===== config.mk =====
export PLATFORM = sky130hd
export DESIGN_NAME = regfile_wb_arbiter
export DESIGN_NICKNAME = d
export VERILOG_FILES = /design/src/rtl/regfile_wb_pkg.sv /design/src/rtl/regfile_wb_arbiter_fifo.sv /design/src/rtl/regfile_wb_arbiter.sv
export SDC_FILE = /design/constraint.sdc
export NUM_CORES = 1
export LEC_CHECK = 0
export BUFFER_PORTS_ARGS = -buffer_cell sky130_fd_sc_hd__buf_4
export CORE_MARGIN = 5
export CORE_UTILIZATION = 52
export CTS_BUF_LIST = sky130_fd_sc_hd__clkbuf_8 sky130_fd_sc_hd__clkbuf_16
export CTS_CLUSTER_SIZE = 16
export DETAILED_ROUTE_END_ITERATION = 12
export PLACE_DENSITY = 0.75
export RECOVER_POWER = 100
export REMOVE_ABC_BUFFERS = 1
export SLEW_MARGIN = 10
export SYNTH_ARGS = -nofsm -noshare
export SYNTH_HDL_FRONTEND = slang
export SYNTH_HIERARCHICAL = 1
export SYNTH_SLANG_ARGS = --single-unit

===== constraint.sdc =====
create_clock -name clk -period 3.2 [get_ports clk]
set_input_delay 0.64 -clock clk [delete_from_list [all_inputs] [get_ports clk]]
set_output_delay 0.64 -clock clk [all_outputs]
set_load 0.05 [all_outputs]

===== src/rtl/regfile_wb_pkg.sv =====
// Shared types and constants for the register-file write-back arbiter.
// WB_DATA_W is the default register width; wb_entry_t is the default-width
// entry (destination register plus data).
package regfile_wb_pkg;

    localparam int REG_ADDR_W = 5;
    localparam int REG_COUNT  = 32;
    localparam int WB_DATA_W  = 32;

    typedef struct packed {
        logic [REG_ADDR_W-1:0] rd;
        logic [WB_DATA_W-1:0]  data;
    } wb_entry_t;

    typedef enum logic {
        ALU_PRI = 1'b0,
        LD_PRI  = 1'b1
    } arb_state_t;

    // x0 is hardwired to zero; anything aimed at it is consumed without a write.
    function automatic logic is_x0(input logic [REG_ADDR_W-1:0] rd);
        return (rd == '0);
    endfunction

endpackage


===== src/rtl/regfile_wb_arbiter_fifo.sv =====
// wb_fifo: load-response buffer for the write-back arbiter.
// DEPTH must be a power of two (pointers wrap by natural overflow).
// Push into a full FIFO and pop from an empty FIFO are ignored.
module wb_fifo #(
    parameter int DEPTH = 4,
    parameter int WIDTH = 37
) (
    input  logic                     clk,
    input  logic                     rst,
    input  logic                     push,
    input  logic                     pop,
    input  logic [WIDTH-1:0]         din,
    output logic [WIDTH-1:0]         dout,
    output logic                     full,
    output logic                     empty,
    output logic [$clog2(DEPTH):0]   count
);

    localparam int PTR_W = $clog2(DEPTH);
    localparam int CNT_W = PTR_W + 1;

    logic [WIDTH-1:0] mem [DEPTH];
    logic [PTR_W-1:0] wr_ptr;
    logic [PTR_W-1:0] rd_ptr;
    logic             do_push;
    logic             do_pop;

    assign full    = (count == CNT_W'(DEPTH));
    assign empty   = (count == '0);
    assign do_push = push && !full;
    assign do_pop  = pop && !empty;
    assign dout    = mem[rd_ptr];

    // Pointer and occupancy bookkeeping; push+pop together leaves count unchanged.
    always_ff @(posedge clk or negedge rst) begin
        if (!rst) begin
            wr_ptr <= '0;
            rd_ptr <= '0;
            count  <= '0;
        end else begin
            if (do_push) wr_ptr <= wr_ptr + 1'b1;
            if (do_pop)  rd_ptr <= rd_ptr + 1'b1;
            case ({do_push, do_pop})
                2'b10:   count <= count + 1'b1;
                2'b01:   count <= count - 1'b1;
                default: count <= count;
            endcase
        end
    end

    // Storage array; contents need no reset because count gates visibility.
    always_ff @(posedge clk) begin
        if (do_push) mem[wr_ptr] <= din;
    end

endmodule


===== src/rtl/regfile_wb_arbiter.sv =====
// regfile_wb_arbiter: writer side of the 32x32 register file write port.
// Merges single-cycle ALU results and buffered load responses into one
// registered write stream, and tracks outstanding loads in a scoreboard.
// Optional feature macro: REGFILE_WB_BYPASS_EN adds rs1/rs2 forwarding hits
// against the registered write port.
//
// state   | meaning
// --------+---------------------------------------------------------------
// ALU_PRI | ALU result wins if valid; otherwise FIFO head pops if present
// LD_PRI  | ALU starved the FIFO too long; ALU stalled, head pops once
module regfile_wb_arbiter
    import regfile_wb_pkg::*;
#(
    parameter int WORD_LENGTH  = 32,
    parameter int FIFO_DEPTH   = 4,
    parameter int STARVE_LIMIT = 8
) (
    input  logic                   clk,
    input  logic                   rst,
    input  logic                   alu_valid,
    output logic                   alu_ready,
    input  logic [REG_ADDR_W-1:0]  alu_rd,
    input  logic [WORD_LENGTH-1:0] alu_data,
    input  logic                   ld_valid,
    output logic                   ld_ready,
    input  logic [REG_ADDR_W-1:0]  ld_rd,
    input  logic [WORD_LENGTH-1:0] ld_data,
    input  logic                   iss_valid,
    input  logic [REG_ADDR_W-1:0]  iss_rd,
    output logic [REG_COUNT-1:0]   busy,
    output logic                   wr_en,
    output logic [REG_ADDR_W-1:0]  wr_add,
    output logic [WORD_LENGTH-1:0] wr_data
`ifdef REGFILE_WB_BYPASS_EN
    ,
    input  logic [REG_ADDR_W-1:0]  rs1_add,
    input  logic [REG_ADDR_W-1:0]  rs2_add,
    output logic                   fwd1_hit,
    output logic                   fwd2_hit
`endif
);

    localparam int ENTRY_W = REG_ADDR_W + WORD_LENGTH;
    localparam int CNT_W   = $clog2(FIFO_DEPTH) + 1;
    localparam int SC_W    = $clog2(STARVE_LIMIT + 1);

    // Entry layout follows WORD_LENGTH rather than the package default width.
    typedef struct packed {
        logic [REG_ADDR_W-1:0]  rd;
        logic [WORD_LENGTH-1:0] data;
    } entry_t;

    entry_t           ld_entry;
    entry_t           head;
    logic             fifo_push;
    logic             fifo_pop;
    logic             fifo_full;
    logic             fifo_empty;
    logic [CNT_W-1:0] fifo_count;

    arb_state_t       state_q;
    arb_state_t       state_d;
    logic             alu_win;
    logic [SC_W-1:0]  starve_cnt;
    logic             starve_hit;

    logic [REG_COUNT-1:0] busy_d;

    // ld_ready depends only on registered occupancy, never on a same-cycle pop.
    assign ld_ready  = !fifo_full;
    assign fifo_push = ld_valid && ld_ready && !is_x0(ld_rd);
    assign ld_entry  = {ld_rd, ld_data};

    wb_fifo #(
        .DEPTH (FIFO_DEPTH),
        .WIDTH (ENTRY_W)
    ) u_fifo (
        .clk   (clk),
        .rst   (rst),
        .push  (fifo_push),
        .pop   (fifo_pop),
        .din   (ld_entry),
        .dout  (head),
        .full  (fifo_full),
        .empty (fifo_empty),
        .count (fifo_count)
    );

    assign starve_hit = (starve_cnt == SC_W'(STARVE_LIMIT - 1));

    // Arbiter state register.
    always_ff @(posedge clk or negedge rst) begin
        if (!rst) state_q <= ALU_PRI;
        else      state_q <= state_d;
    end

    // Winner selection and next state; exactly one winner per cycle at most.
    always_comb begin
        state_d   = state_q;
        alu_ready = 1'b0;
        alu_win   = 1'b0;
        fifo_pop  = 1'b0;
        case (state_q)
            ALU_PRI: begin
                alu_ready = 1'b1;
                if (alu_valid) begin
                    alu_win = 1'b1;
                    if (!fifo_empty && starve_hit) state_d = LD_PRI;
                end else begin
                    fifo_pop = !fifo_empty;
                end
            end
            LD_PRI: begin
                // Head is always present here; leave after one pop regardless.
                fifo_pop = !fifo_empty;
                state_d  = ALU_PRI;
            end
            default: state_d = ALU_PRI;
        endcase
    end

    // Counts ALU wins that bypassed a waiting load; any pop or an empty FIFO clears it.
    always_ff @(posedge clk or negedge rst) begin
        if (!rst) begin
            starve_cnt <= '0;
        end else if (fifo_pop || (fifo_count == '0)) begin
            starve_cnt <= '0;
        end else if (alu_win) begin
            starve_cnt <= starve_cnt + 1'b1;
        end
    end

    // Registered write port; x0 winners complete their handshake but never write.
    always_ff @(posedge clk or negedge rst) begin
        if (!rst) begin
            wr_en   <= 1'b0;
            wr_add  <= '0;
            wr_data <= '0;
        end else if (alu_win) begin
            wr_en <= !is_x0(alu_rd);
            if (!is_x0(alu_rd)) begin
                wr_add  <= alu_rd;
                wr_data <= alu_data;
            end
        end else if (fifo_pop) begin
            wr_en <= !is_x0(head.rd);
            if (!is_x0(head.rd)) begin
                wr_add  <= head.rd;
                wr_data <= head.data;
            end
        end else begin
            wr_en <= 1'b0;
        end
    end

    // Scoreboard update: pop clears, issue sets (set applied last so it wins), x0 never busy.
    always_comb begin
        busy_d = busy;
        if (fifo_pop)  busy_d[head.rd] = 1'b0;
        if (iss_valid) busy_d[iss_rd]  = 1'b1;
        busy_d[0] = 1'b0;
    end

    // Scoreboard register.
    always_ff @(posedge clk or negedge rst) begin
        if (!rst) busy <= '0;
        else      busy <= busy_d;
    end

`ifdef REGFILE_WB_BYPASS_EN
    // Forward the in-flight write to readers of the same register this cycle.
    assign fwd1_hit = wr_en && !is_x0(wr_add) && (wr_add == rs1_add);
    assign fwd2_hit = wr_en && !is_x0(wr_add) && (wr_add == rs2_add);
`endif

endmodule


== Word level (Yosys, flattened, before mapping) ==
Memory sizes are Yosys's and may differ from the RTL's.
Cells that the tools add are included.
Word-level totals
  flip-flop bits (word level): 81
  bits in writable memories: 148
  input bits: 84
  output and inout bits: 72
  word-level logic and storage cells: 79
  memories: 1
Cells by class
  add/subtract/negate cells: 5
  order comparisons: 4
  equal/unequal tests: 6
  muxes and demuxes: 29
  bitwise logic cells: 4
  reductions and logical operators: 21
Memories
  u_fifo.mem: words 4, bits a word 37, rd ports 1, clocked after Yosys merged registers in 0, wr ports 1, RTL line regfile_wb_arbiter_fifo.sv:22  | logic [WIDTH-1:0] mem [DEPTH];
Operators by type and width (number)
  $mux 32: 6
  $and 32x32->32: 1
  $not 32->32: 1
  $or 32x32->32: 1
  $mux 5: 4
  $logic_not 5->1: 3
  $lt 5x6->1 const B: 2
  $mux 1: 12
  $demux 1 s5: 2
  $ge 5x1->1 const B: 2
  $mux 4: 2
  $logic_and 1x1->1: 7
  $pmux 3 s2: 1
  $reduce_bool 2->1: 3
  $logic_not 1->1: 5
  $add 2x1->2 const B: 2
  $add 4x1->4 const B: 1
  $eq 4x3->1 const B: 1
  $ne 2x2->1 const B: 2
  $pmux 1 s2: 2
  $add 3x1->3 const B: 1
  $eq 3x3->1 const B: 1
  $logic_not 3->1: 1
  $reduce_and 3->1: 1
  5 further kinds: 5

== Depth between registers and ports, before layout ==
Gate-level depths: netlist of the first run.
An unclocked memory read counts as a cell.
  depth in word-level cells: 10
  mapped depth: 11
  mapped depth without buffers: 11

== By module ==
The synthesis of the first run kept the hierarchy.
Modules (own cells, without submodules)
  wb_fifo: times used 1, cells an instance 230, area an instance 5755.5 µm², seq. area each 4619.4 µm²
  regfile_wb_arbiter: times used 1, cells an instance 362, area an instance 3562.2 µm², seq. area each 1851.8 µm²

== Worst setup path after synthesis of the first run ==
No wires, ideal clock.
  path type: reg-to-reg
  start: register u_fifo.rd_ptr[0]
  end: register wr_data[10]
  setup time: 0.125 ns
  data arrival time: 2.669 ns
  data required time: 3.075 ns
  slack: 0.406 ns
  stages on the path, launching flop included: 10
  path buffers: 4
  period minus slack after synthesis: 2.794 ns
  cell sequence: dfrtp_1 > buf_6 > mux4_2 > clkbuf_1 > or3_4 > or3_1 > a21oi_2 > buf_6 > buf_12 > mux2_4
RTL lines
  start: declaration: RTL line regfile_wb_arbiter_fifo.sv:24  | logic [PTR_W-1:0] rd_ptr;
  start signal: assignment: RTL line regfile_wb_arbiter_fifo.sv:42  | if (do_pop) rd_ptr <= rd_ptr + 1'b1;
  end signal: assignment: RTL line regfile_wb_arbiter.sv:143  | wr_data <= alu_data;
  end signal: assignment: RTL line regfile_wb_arbiter.sv:149  | wr_data <= head.data;
  end: declaration: RTL line regfile_wb_arbiter.sv:33  | output logic [WORD_LENGTH-1:0] wr_data

==> results.md, run 1 <==
- Status: finished, violations left
- Violated checks: capacitance limit, slew limit
- Max-slew violation count: 45
- Total Wirelength: 20000 µm
- Clock slew at reported path FFs: 0.06 ns
- IR drop worst, VDD: between 700 and 800 µV
- DRC: 0
- CP startpoint: u_fifo/rd_ptr[0]
- # rows: 49
- Levels on crit path: 6
- Data required, critical path: between 3 and 4 ns
- Worst path max stage delay: 0.62 ns
- Cells after Synth: 592
- Root buffer cell: clkbuf_16
- Min-delay src: ld_data[5]
- Unrepaired setup endpoints after global routing: false
- Total power: 11.2 mW
- Setup Viol. Count Final: 0
- RR Endpoint: wr_data[24]
- Dpl cell area: 0.0107 mm²
- Share of post-route cells with drive strength above 1: around a fifth
- Post-cts resize count: 0
- RR Startpoint: u_fifo/rd_ptr[0]
- Clk sinks: 229
- Final Net Count: 845
- TritonCTS clock tree: built
- Cell variety after synth: 42
- Sw power: 4.40 mW
- Cell-internal power: roughly 6.8 mW
- Drt initial violations: 312
- Final Cell Area: roughly 0.011 mm²
- Final Hold Viols: 0
- Slowest CP cell: mux4_2
- Max Cap Viol: 1
- Clk_lat worst skew: 0.51 ns
- Clk network pwr share: 22.9%
- Period minus WS final: around 2.9 ns
- Cell mode on critical path: or3_1
- Rel. slew slack: -65.8%
- PortBufs: roughly 150
- Global route overflow: 0
- Slew at the pin closest to its max-slew limit: 2.49 ns
- Post-synth top cells: 148 x edfxtp_1, 117 x nand2_1, 81 x dfrtp_1
- Core Region: approximately 0.018 mm²
- Number of global-route vias before repair: 5954
- I/O pin count: 156
- Dominant synthesized flop cell: edfxtp_1
- Clock buffer count from CTS: 24
- Hold-critical path depth: 1
- Synthesized area: 0.00932 mm²
- Top cell type's share of synthesized area: between 40% and 50%
- Worst setup SP type: flop
- Detail Placement HPWL: 13100 µm
- Crit Path Max Fanout: 27
- Post-synth EDFFs: 148
- Leak Pwr: 4.18 nW
- Post-route setup TNS: 0 ns
- Worst-path cell chain: mux4_2 > or3_1 > or3_1 > a21oi_4 > buf_12 > mux2_2
- Comb power frac: 37.2%
- Mapped Avg Cell Area: roughly 16 µm²
- Area Overhead vs Synth: 17.7%
- Worst-case clock buffer depth: 3
- Die height: 144 µm
- Post-CTS setup buffers: 0
- First-pass GRT wire length: ~32000 µm
- Initial antenna violation count: 1
- Ys Warns: 6
- Sequential share of the synthesized area: between 60 and 70%
- Sw Share: 39.3%
- H-tree lvl count: 1
- Die area: 0.0207 mm²
- Clock Skews: around 0.017 ns
- R2R cell count: 6
- Crit path max-delay family: multiplexers
- Asr flop ratio synth: 35.4%
- R2r setup slk: 0.31 ns
- Synth Register Bits: 229
- Reg power frac: between 30% and 40%
- Total number of vias: 5529
- Hold Buf Count CTS: 0
- Top cells by area, synth: edfxtp_1 48%, dfrtp_1 22%, mux4_2 8.9%
- Overall Global Routing Usage: 19.6%
- Critical path class: flop to flop
- PD cells: roughly 1000 mW/mm²
- Vias per cell: 5.52
- Crit path buf inv count: 1
- Period utilization: 90.3%
- Wire length per cell: 20.0 µm
- Post-DRT Antenna Nets: 0
- Inserted Diodes: 0
- Starting density of the core: between 50% and 60%
- Hold endpoint: u_fifo/mem[3][5]
- Fmax: 0.346 GHz
- Die width: between 100 and 150 µm
- Drt first pass iters: 5
- Hold WC Path Type: input pin to flop
- Count leader, synth: edfxtp_1
- GPL Wtd Cong: approximately 0.77
- Yosys top cell by area: edfxtp_1
- CP Data Arrival Time: about 3.3 ns
- Largest net degree at the start of global routing: 46
- CP endpoint kind: flop
[placed cells by master (no fill, tap or decap), drive strengths merged, types with 2 or more instances in the layout]
master and count:
and2 4, or3 4, buf 54, nor2b 2
nand3b 8, nand3 5, dfrtp 81, xnor2 3
or3b 5, o21ai 62, clkbuf 138, nor3 4
or4b 2, xor2 3, mux2 39, edfxtp 148
mux4 37, nand2 117, a21oi 4, ha 6
nor2 9, inv 16, clkinv 9
[state kept, by name (all words and copies together), names as in the netlist]
register	cells
u_fifo/mem	148
wr_data	32
busy	31
wr_add	5
starve_cnt	4
u_fifo/count	3
u_fifo/rd_ptr	2
u_fifo/wr_ptr	2
state_q	1
wr_en	1
[routing by layer]
layer	global-route usage (%)	vias to the layer above	wire, µm
li1	-	2515	-
met1	26.0	2754	8070
met2	32.9	217	9950
met3	3.63	41	1440
met4	6.39	2	510
met5	0	-	7
[worst max path at each step]
stage | endpoint | slack [ns]
6_report | wr_data[24] | 0.31
5_1_grt | wr_data[10] | 0.18
4_1_cts | wr_data[24] | 0.32
3_5_place_dp | wr_data[27] | 0.33
3_3_place_gp | wr_data[30] | 0.39
2_1_floorplan | wr_add[0] | -1.80
[metrics by stage]
stage | cells | worst slack, ns | hold WS [ns] | utilization [%]
2_1_floorplan | 564 | -1.80 | 0.344 | -
3_3_place_gp | 957 | 0.387 | 0.479 | 60.2
3_5_place_dp | 957 | 0.328 | 0.496 | 60.2
4_1_cts | 1001 | 0.315 | 0.136 | 64.4
5_1_grt | 1001 | 0.179 | 0.372 | 61.7
6_report | 1001 | 0.309 | 0.386 | 61.7
[cells by family (layout without fill, tap and decap cells)]
| family | count (synthesis) | count (layout) | synth area share, % |
|---|---|---|---|
| AOI/OAI and AO/OA | 70 | 70 | 3.99 |
| DFF | 229 | 229 | 69.5 |
| and+or+nand+nor | 165 | 165 | 8.11 |
| muxes | 77 | 77 | 14.5 |
| buffers and inverters | 37 | 217 | 2.30 |
| xor gates and xnor gates | 6 | 6 | 0.564 |
| other | 1 | 1 | 0.0402 |
| adders and majority gates | 7 | 7 | 1.02 |
[final cells by class]
cell class	instances	area [µm²]
tap	229	287
inverter	9	33.8
timing repair buffer	164	845
sequential	229	6470
clock inverter	16	82.6
fill	1411	6810
multi-input combinational	326	2580
clock buffer	28	667
[power groups by stage]
stage	clock network, mW	logic [mW]	registers [mW]
6_report	2.57	4.16	4.47
5_1_grt	2.77	4.47	4.55
4_1_cts	2.62	4.69	4.48
3_5_place_dp	0	4.69	4.53
3_3_place_gp	0	4.58	4.47
2_1_floorplan	0	1.71	5.99
Power figures use the tool's default switching activity.
==> inputs of run 2 (changes only) <==
Settings changed: ABC_AREA set to 1, PLACE_DENSITY 0.75 to 0.74.
==> run 2 against run 1 <==
  * Clock power is 3% lower
  * Combinational power is 15% higher
  * The run still ends with capacitance limit, slew limit left
  * First-iteration DRC count is 37% higher
  * Sequential share of layout area is 3.6 points lower
  * Wire length is 18% higher
  * Critical endpoint is now u_fifo/mem[0][20]
  * Critical path type unchanged
  * Via count is 34% higher
==> results.md, run 2 <==
- Clk sinks: 229
- Die height: approximately 150 µm
- Top cells by area, synth: edfxtp_1 44%, dfrtp_1 20%, nand2_1 14%
- Core Region: 0.0188 mm²
- Setup Viol. Count Final: 0
- Clock buffer count from CTS: 23
- Die width: about 150 µm
- Drt first pass iters: 5
- Met3 Wirelength: 1640 µm
- Most flop-heavy register: u_fifo/mem
- Mapped Avg Cell Area: 10.1 µm²
- Cell variety after synth: 28
- Clk_lat worst skew: 0.50 ns
- Final core utilization: ~62%
- Sw Share: 43.9%
- Max reg flops: 148
- Unrepaired setup endpoints after global routing: false
- CP Data Arrival Time: 2.95 ns
- Synthesized area: 0.0100 mm²
- Final Hold Viols: 0
- Top cell type's share of synthesized area: approximately 44%
- Ys Warns: 6
- Sequential share of the synthesized area: 64.4%
- Share of post-route cells with drive strength above 1: 8.86%
- Max-slew violation count: 82
- Status: finished, violations left
- Root buffer cell: clkbuf_16
- Post-cts resize count: 0
- Post-CTS setup buffers: 0
- Critical path class: flop to flop
- H-tree lvl count: 1
- Overall Global Routing Usage: 20.8%
- GPL Wtd Cong: 0.871
- Synth Register Bits: 229
- Reg area: 0.00647 mm²
- Cell-internal power: roughly 6.6 mW
- Area Overhead vs Synth: 16.3%
- Period minus WS final: 2.75 ns
- Post-DRT Antenna Nets: 0
- Sw power: approximately 5 mW
- Slew at the pin closest to its max-slew limit: 2.15 ns
- Inserted Diodes: 0
- Global route overflow: 0
- Wire length on met1: 9710 µm
- Total Wirelength: ~24000 µm
- Rel. slew slack: -43.0%
- Worst setup SP type: flop
- Dominant synthesized flop cell: edfxtp_1
- Total number of vias: 7393
- Most frequent cells in the layout: 360 x nand2_1, 148 x edfxtp_1, 137 x inv_1
- Clock Skews: 0.00874 ns
- Worst Hold Slack: 0.398 ns
- Detail Placement HPWL: 15600 µm
- Vias per cell: 5.20
- PD cells: 1000 mW/mm²
- Yosys top cell by area: edfxtp_1
- Max layer used: met4
- Clock slew at reported path FFs: 0.06 ns
- Commonest non-fill, non-tap cell in the layout: nand2_1
- I/O pin count: ~160
- Initial antenna violation count: 0
- Metal2 WL: 11800 µm
- Post-route setup TNS: 0 ns
- IR drop worst, VDD: between 400 and 500 µV
- CP endpoint kind: flop
- Post-synth EDFFs: 148
- PortBufs: about 150
- Leak Pwr: approximately 5.3 nW
- Max Cap Viol: 1
- Top flop regs: u_fifo/mem: 148 flops, wr_data: 32 flops, busy: 31 flops
- TritonCTS clock tree: built
- Number of global-route vias before repair: approximately 7300
- Cells after Synth: 996
- Drt initial violations: 426
- Reg power frac: 37.7%
- Hold Buf Count CTS: 0
- Crit Path Max Fanout: 14
- Clk network pwr share: about a fifth
- Period utilization: 86.1%
- Post-synth top cells: 362 x nand2_1, 148 x edfxtp_1, 128 x inv_1
- First-pass GRT wire length: 37000 µm
- # rows: 50
- Worst-case clock buffer depth: 3
- Dpl cell area: 0.0114 mm²
- Starting density of the core: 53.3%
- Fillers: 1628
- Count leader, synth: nand2_1
- Comb power frac: 40.9%
- Final Net Count: ~1200
- Die area: 0.0222 mm²
- Wire length per cell: 16.5 µm
- Fmax: 0.363 GHz
- DRC: 0
- Asr flop ratio synth: 35.4%
- Final Cell Area: 0.0117 mm²
- Violated checks: capacitance limit, slew limit
- Largest net degree at the start of global routing: 118
- Hold WC Path Type: input pin to flop
- Area of the multi-input gates: ~0.0028 mm²
- Data required, critical path: 3.39 ns
[run 2: cells by family (layout without fill, tap and decap cells)]
logic type | after synthesis | in the layout | synth area share (%)
simple gates | 460 | 460 | 18.5
flops | 229 | 229 | 64.4
buf+inv | 176 | 343 | 8.02
compound gates | 121 | 121 | 7.89
fa+ha+maj | 7 | 7 | 0.947
xor+xnor | 2 | 2 | 0.174
other cells | 1 | 1 | 0.0373
[run 2: cell type report]
cell class,instances,share of cell area [%]
Inverter,131,4.23
Timing Repair Buffer,171,7.63
Tap cell,260,2.79
Clock inverter,15,0.846
Multi-Input combinational cell,591,23.8
Sequential cell,229,55.4
Clock buffer,26,5.28
[run 2: power groups by stage]
stage                     Combinational, mW  Sequential [mW]  Clock (mW)
after floorplan                        2.02             5.87           0
after global placement                 5.09             4.45           0
after detailed placement               5.21             4.46           0
after CTS                              5.23             4.42        2.55
after global routing                   5.21             4.50        2.68
final                                  4.78             4.41        2.50
[run 2: through the flow]
| stage | worst slack [ns] | cells | total power [mW] |
|---|---|---|---|
| after CTS | 0.793 | 1423 | 12.2 |
| after global routing | 0.334 | 1423 | 12.4 |
| after global placement | 0.783 | 1382 | 9.54 |
| after detailed placement | 0.675 | 1382 | 9.68 |
| after floorplan | -0.725 | 951 | 7.89 |
| final | 0.445 | 1423 | 11.7 |
[run 2: path summary, 6_finish.rpt]
kind	from	to	slack, ns	cells past startpoint
worst max-delay path	u_fifo/count[0]	u_fifo/mem[0][20]	0.45	10
worst min-delay path	ld_data[13]	u_fifo/mem[3][13]	0.40	1
worst max register to register	u_fifo/count[0]	u_fifo/mem[0][20]	0.45	10
worst min register to register	busy[30]	busy[30]	0.50	2
min in group asynchronous	rst	busy[17]	0.78	1
max in group asynchronous	rst	wr_data[20]	1.17	1
[run 2: layer usage]
layer / up-vias / global-route usage, %
li1: 3592 / -
met1: 3541 / 26.2
met2: 232 / 36.9
met3: 28 / 4.01
met4: 0 / 5.49
met5: - / 0
[run 2: critical path: stages (launching register included)]
cell and delay (ns):
dfrtp_1 0.38, inv_1 0.10, nand3_1 0.18, inv_1 0.07
inv_1 0.08, nand3_1 0.10, inv_1 0.13, nand2_1 0.10
clkbuf_1 0.22, nor2_2 0.74, buf_4 0.35
